==> config.mk <==
export PLATFORM = sky130hd
export DESIGN_NAME = apb_gpio_bridge_flat
export DESIGN_NICKNAME = d
export VERILOG_FILES = /design/src/rtl/apb_gpio_pkg.sv /design/src/rtl/apb_gpio_bridge_if.sv /design/src/rtl/apb_gpio_bridge.sv /design/src/flat_wrapper.sv
export SDC_FILE = /design/constraint.sdc
export NUM_CORES = 1
export LEC_CHECK = 0
export CAP_MARGIN = 30
export CORE_ASPECT_RATIO = 0.7
export CORE_UTILIZATION = 43
export CTS_CLUSTER_SIZE = 24
export DETAILED_ROUTE_END_ITERATION = 10
export PLACE_DENSITY_LB_ADDON = 0.05
export SLEW_MARGIN = 15
export SYNTH_ARGS = -nofsm -noshare
export SYNTH_HDL_FRONTEND = slang
export SYNTH_SLANG_ARGS = --single-unit
==> constraint.sdc <==
create_clock -name clk -period 1.7 [get_ports clk]
set_input_delay 0.51 -clock clk [delete_from_list [all_inputs] [get_ports clk]]
set_output_delay 0.51 -clock clk [all_outputs]
set_load 0.03 [all_outputs]
==> src/rtl/apb_gpio_pkg.sv <==
// Shared types for the APB-to-GPIO register bridge: FSM states, register-select
// encodings and the setup-phase error decode.
package apb_gpio_pkg;

    typedef enum logic [1:0] {
        ST_IDLE    = 2'b00,
        ST_WR      = 2'b01,
        ST_RD_WAIT = 2'b10,
        ST_RESP    = 2'b11
    } state_e;

    localparam logic [1:0] REG_PIN       = 2'b00;
    localparam logic [1:0] REG_PIN_ALIAS = 2'b01;
    localparam logic [1:0] REG_DIR       = 2'b10;
    localparam logic [1:0] REG_PORT      = 2'b11;

    localparam int CNT_W = 3;

    // Misaligned addresses fail, as do writes to the read-only PIN slots.
    function automatic logic setup_error(input logic [3:0] addr, input logic write);
        logic misaligned;
        logic ro_write;
        misaligned = (addr[1:0] != 2'b00);
        ro_write   = write && ((addr[3:2] == REG_PIN) || (addr[3:2] == REG_PIN_ALIAS));
        return misaligned || ro_write;
    endfunction

endpackage

==> src/rtl/apb_gpio_bridge_if.sv <==
// APB slave-side signal bundle for the GPIO bridge.
interface apb_gpio_bridge_if;

    logic       PSEL;
    logic       PENABLE;
    logic       PWRITE;
    logic [3:0] PADDR;
    logic [7:0] PWDATA;
    logic [7:0] PRDATA;
    logic       PREADY;
    logic       PSLVERR;

    modport master (
        output PSEL, PENABLE, PWRITE, PADDR, PWDATA,
        input  PRDATA, PREADY, PSLVERR
    );

    modport slave (
        input  PSEL, PENABLE, PWRITE, PADDR, PWDATA,
        output PRDATA, PREADY, PSLVERR
    );

endinterface

==> src/rtl/apb_gpio_bridge.sv <==
// APB slave that turns each transfer into one GPIO register-bus access,
// with a programmable read latency and fully registered outputs.
module apb_gpio_bridge
    import apb_gpio_pkg::*;
#(
    parameter int READ_WAIT = 1
) (
    input  logic                clk,
    input  logic                rst,
    apb_gpio_bridge_if.slave    apb,
    output logic                BUSW,
    output logic [7:0]          BUSWDATA,
    output logic [1:0]          REGSEL,
    input  logic [7:0]          BUSRDATA
);

    localparam logic [CNT_W-1:0] WAIT_LOAD = CNT_W'(READ_WAIT);

    state_e           state_q;
    logic [CNT_W-1:0] cnt_q;
    logic [7:0]       prdata_q;
    logic             pready_q;
    logic             pslverr_q;
    logic             busw_q;
    logic [7:0]       buswdata_q;
    logic [1:0]       regsel_q;

    logic             setup_d;
    logic             err_d;

    always_comb begin
        setup_d = apb.PSEL && !apb.PENABLE;
        err_d   = setup_error(apb.PADDR, apb.PWRITE);
    end

    always_ff @(posedge clk) begin
        if (rst) begin
            state_q    <= ST_IDLE;
            cnt_q      <= '0;
            prdata_q   <= 8'h00;
            pready_q   <= 1'b0;
            pslverr_q  <= 1'b0;
            busw_q     <= 1'b0;
            buswdata_q <= 8'h00;
            regsel_q   <= REG_PIN;
        end else begin
            busw_q <= 1'b0;
            case (state_q)
                ST_IDLE: begin
                    if (setup_d) begin
                        if (err_d) begin
                            state_q   <= ST_RESP;
                            pready_q  <= 1'b1;
                            pslverr_q <= 1'b1;
                            prdata_q  <= 8'h00;
                        end else if (apb.PWRITE) begin
                            state_q    <= ST_WR;
                            busw_q     <= 1'b1;
                            regsel_q   <= apb.PADDR[3:2];
                            buswdata_q <= apb.PWDATA;
                        end else begin
                            state_q  <= ST_RD_WAIT;
                            regsel_q <= apb.PADDR[3:2];
                            cnt_q    <= WAIT_LOAD;
                        end
                    end
                end
                // The strobe has already been issued; finish regardless of PSEL.
                ST_WR: begin
                    state_q   <= ST_RESP;
                    pready_q  <= 1'b1;
                    pslverr_q <= 1'b0;
                end
                ST_RD_WAIT: begin
                    if (!apb.PSEL) begin
                        state_q <= ST_IDLE;
                        cnt_q   <= '0;
                    end else if (cnt_q != '0) begin
                        cnt_q <= cnt_q - 1'b1;
                    end else begin
                        state_q   <= ST_RESP;
                        prdata_q  <= BUSRDATA;
                        pready_q  <= 1'b1;
                        pslverr_q <= 1'b0;
                    end
                end
                ST_RESP: begin
                    if (!apb.PSEL || apb.PENABLE) begin
                        state_q   <= ST_IDLE;
                        pready_q  <= 1'b0;
                        pslverr_q <= 1'b0;
                    end
                end
                default: begin
                    state_q <= ST_IDLE;
                end
            endcase
        end
    end

    assign apb.PRDATA  = prdata_q;
    assign apb.PREADY  = pready_q;
    assign apb.PSLVERR = pslverr_q;
    assign BUSW        = busw_q;
    assign BUSWDATA    = buswdata_q;
    assign REGSEL      = regsel_q;

endmodule

==> src/flat_wrapper.sv <==
// flat-port wrapper written by rule: the top's interface ports become plain ports
module apb_gpio_bridge_flat import apb_gpio_pkg::*;
#(
    parameter int READ_WAIT = 1
)
  (clk, rst, BUSW, BUSWDATA, REGSEL, BUSRDATA, apb_PSEL, apb_PENABLE, apb_PWRITE, apb_PADDR, apb_PWDATA, apb_PRDATA, apb_PREADY, apb_PSLVERR);
  apb_gpio_bridge_if apb_i ();
  input  logic clk;
  input  logic rst;
  output logic BUSW;
  output logic [7:0] BUSWDATA;
  output logic [1:0] REGSEL;
  input  logic [7:0] BUSRDATA;
  input wire logic [$bits(apb_i.PSEL)-1:0] apb_PSEL;
  input wire logic [$bits(apb_i.PENABLE)-1:0] apb_PENABLE;
  input wire logic [$bits(apb_i.PWRITE)-1:0] apb_PWRITE;
  input wire logic [$bits(apb_i.PADDR)-1:0] apb_PADDR;
  input wire logic [$bits(apb_i.PWDATA)-1:0] apb_PWDATA;
  output wire logic [$bits(apb_i.PRDATA)-1:0] apb_PRDATA;
  output wire logic [$bits(apb_i.PREADY)-1:0] apb_PREADY;
  output wire logic [$bits(apb_i.PSLVERR)-1:0] apb_PSLVERR;
  assign apb_i.PSEL = apb_PSEL;
  assign apb_i.PENABLE = apb_PENABLE;
  assign apb_i.PWRITE = apb_PWRITE;
  assign apb_i.PADDR = apb_PADDR;
  assign apb_i.PWDATA = apb_PWDATA;
  assign apb_PRDATA = apb_i.PRDATA;
  assign apb_PREADY = apb_i.PREADY;
  assign apb_PSLVERR = apb_i.PSLVERR;
  apb_gpio_bridge #(.READ_WAIT(READ_WAIT)) u_core (.clk(clk), .rst(rst), .apb(apb_i), .BUSW(BUSW), .BUSWDATA(BUSWDATA), .REGSEL(REGSEL), .BUSRDATA(BUSRDATA));
endmodule
==> metrics.yaml <==
status: "complete, no violations"
route.detailed.drc: 0
grt_util_all_layers: 0.227
die_area_um2: 3040
layout_setup_ws_ns: 0.0953
dp_slack_ns: -0.453
hpwl_um: 2410
syn_to_final_growth_pct: 60.6
clk_pin_slew_ns: 0.08
max_slew.worst_pin.slew_ns: 0.331
setup.worst_path.end_class: "flip-flop"
p_leak_nw: 0.907
synth_top_area_frac: 0.429
drtAntennaViolNets: 0
peakVddDrop_v: 0.000571
crit_arrival_ns: 1.79
synthDistinctLibCells: 40
worstHoldPathType: "flip-flop to flip-flop"
cts_tree: "done"
grt_max_degree: 17
fmax_mhz: 623
placed_cell_area_um2: 1780
ys.flop_type: "dfxtp_1"
clockBufferDepth: 2
ctsRootBufferMaster: "clkbuf_8"
synth.avg_cell_area_um2: 9.12
layout-drive-gt1-share: 0.202
place.gp.congestion: 0.979
synth_area_leaders: "dfxtp_1 43%, mux2i_1 7.4%, nand3_1 4.5%"
setup_viol: 0
critical_path_class: "primary input to flip-flop"
drt_wl_total_um: 3250
nets: 221
cp-start-kind: "primary input"
final-seq-area_um2: 523
slew-limit-headroom: 0.778
synth-async-reset-ratio: 0
clock_latency_ns: 0.27
cts-hold-fix-buffers: 0
dieWidth_um: 65.5
vias: 1192
finalCritPeriodShare: 0.944
seq_area_frac_synth: 0.429
grt_pass1_vias: 1143
start_util: 0.472
cts_htree_levels: 1
fillers: 181
antenna_found_initial: 0
via_per_inst: 5.25
synth-seq-cells: 26
drv_cap: 0
syn_area_um2: 1210
synth_top_area_cell: "dfxtp_1"
synth_edf_count: 0
cp.required_ns: 1.88
fin_area_um2: 1950
num_rows: 15
finalMaxSlewViolations: 0
cts_made_buffers: 3
multi_input_comb_area_um2: 717
ios: 46
total_power_w: 0.00152
post-route-min-period_ns: 1.60
finalHoldViolations: 0
grt_pass1_wl_um: 5090
wl_per_cell_um: 14.3
die_h_um: 46.4
numClockSinks: 26
fin_skew_ns: 0.00579
holdWs_ns: 0.459
syn_inst: 133
coreArea_um2: 2570
diodes: 0
critPathMaxFanout: 16
yosysWarningCount: 0
drt_iter0_markers: 57
rsz0062_at_grt: "false"
syn_nets: 160
power-per-cell-area_nw_per_um2: 780
drt-pass1-iter-count: 4
grt-ovfl-total: 0
port-buffer-count: 45
## logic make-up (layout without fill, tap and decap cells)
logic type      after synthesis  after routing  share of synthesized area
buf+inv                      11             71                     0.0516
mux                           9              9                     0.0743
simple gates                 58             58                      0.262
compound gates               27             27                      0.162
flops                        26             26                      0.429
fa+ha+maj                     2              2                     0.0206
## layer usage
| layer | vias to the layer above | global-route usage | wire length, um |
|---|---|---|---|
| met4 | 0 | 0.0217 | 0 |
| li1 | 598 | - | - |
| met2 | 31 | 0.435 | 1670 |
| met5 | - | 0 | 0 |
| met1 | 563 | 0.267 | 1440 |
| met3 | 0 | 0.0594 | 143 |
## power by group
part	internal [W]	total (W)	switching, W
logic	0.000181	0.000345	0.000164
registers	0.000634	0.000672	0.0000379
clock network	0.000315	0.000502	0.000187
total	0.00113	0.00152	0.000389
## cells in the final DEF, fill, tap and decap left out, drive strengths merged, types with 2 or more instances in the layout
cell type	n
or2b	2
clkbuf	3
clkdlybuf4s50	19
nor2b	2
dlymetal6s2s	2
nor2	15
nand2	13
a31oi	3
nand3	11
ha	2
mux2i	9
buf	18
nand2b	4
a221oi	2
dlygate4sd2	24
o221a	2
dfxtp	26
o21ai	9
nand3b	2
a21oi	4
inv	3
nor4	2
## synth_stat cells (all sizes together), types with 3 or more instances
master  instances
a21oi           4
a31oi           3
buf             5
dfxtp          26
inv             3
mux2i           9
nand2          13
nand2b          4
nand3          11
nor2           15
o21ai           9
## layout make-up
cell class                 instances  area share
sequential                        26       0.269
clock inverter                     1      0.0154
tap                               34      0.0219
inverter                           4     0.00771
timing repair buffer              63       0.297
multi-input combinational         96       0.368
clock buffer                       3      0.0212
## through the flow
step	instances	utilization	setup TNS, ns
floorplan	133	-	0
global placement	220	0.693	-8.11
detailed placement	220	0.693	-9.07
CTS	227	0.730	-0.0487
global route	227	0.757	0
finish	227	0.757	0
## registers in the layout (all words and copies together), names as in the netlist
signal and flops:
u_core.BUSWDATA 8, u_core.apb.PRDATA 8, u_core.cnt_q 3, u_core.REGSEL 2, u_core.state_q 2, u_core.BUSW 1
u_core.apb.PREADY 1, u_core.apb.PSLVERR 1
## path summary, 6_finish.rpt
| path | cells after the start | end | slack [ns] | from |
|---|---|---|---|---|
| hold reg to reg | 2 | u_core.apb.PRDATA[5] | 0.46 | u_core.apb.PRDATA[5] |
| setup / recovery | 6 | u_core.apb.PRDATA[0] | 0.1 | apb_PADDR[3] |
| hold / removal | 2 | u_core.apb.PRDATA[5] | 0.46 | u_core.apb.PRDATA[5] |
| setup reg to reg | 6 | u_core.apb.PRDATA[0] | 0.13 | u_core.state_q[1] |
## worst max-delay path, cell delays in order
cell	delay (ns)
clkdlybuf4s50_1	0.43
nand2b_4	0.18
a221oi_4	0.31
buf_12	0.17
nand3_1	0.09
o21ai_0	0.10
## repair_timing
action                                  CTS  global route
gates resized for setup                  31            14
endpoints found under the setup margin   44            15
gates cloned                              1             0
setup buffers                             2             0
pin swaps                                 2             3
No activity file was read; power rests on OpenSTA's default activity.
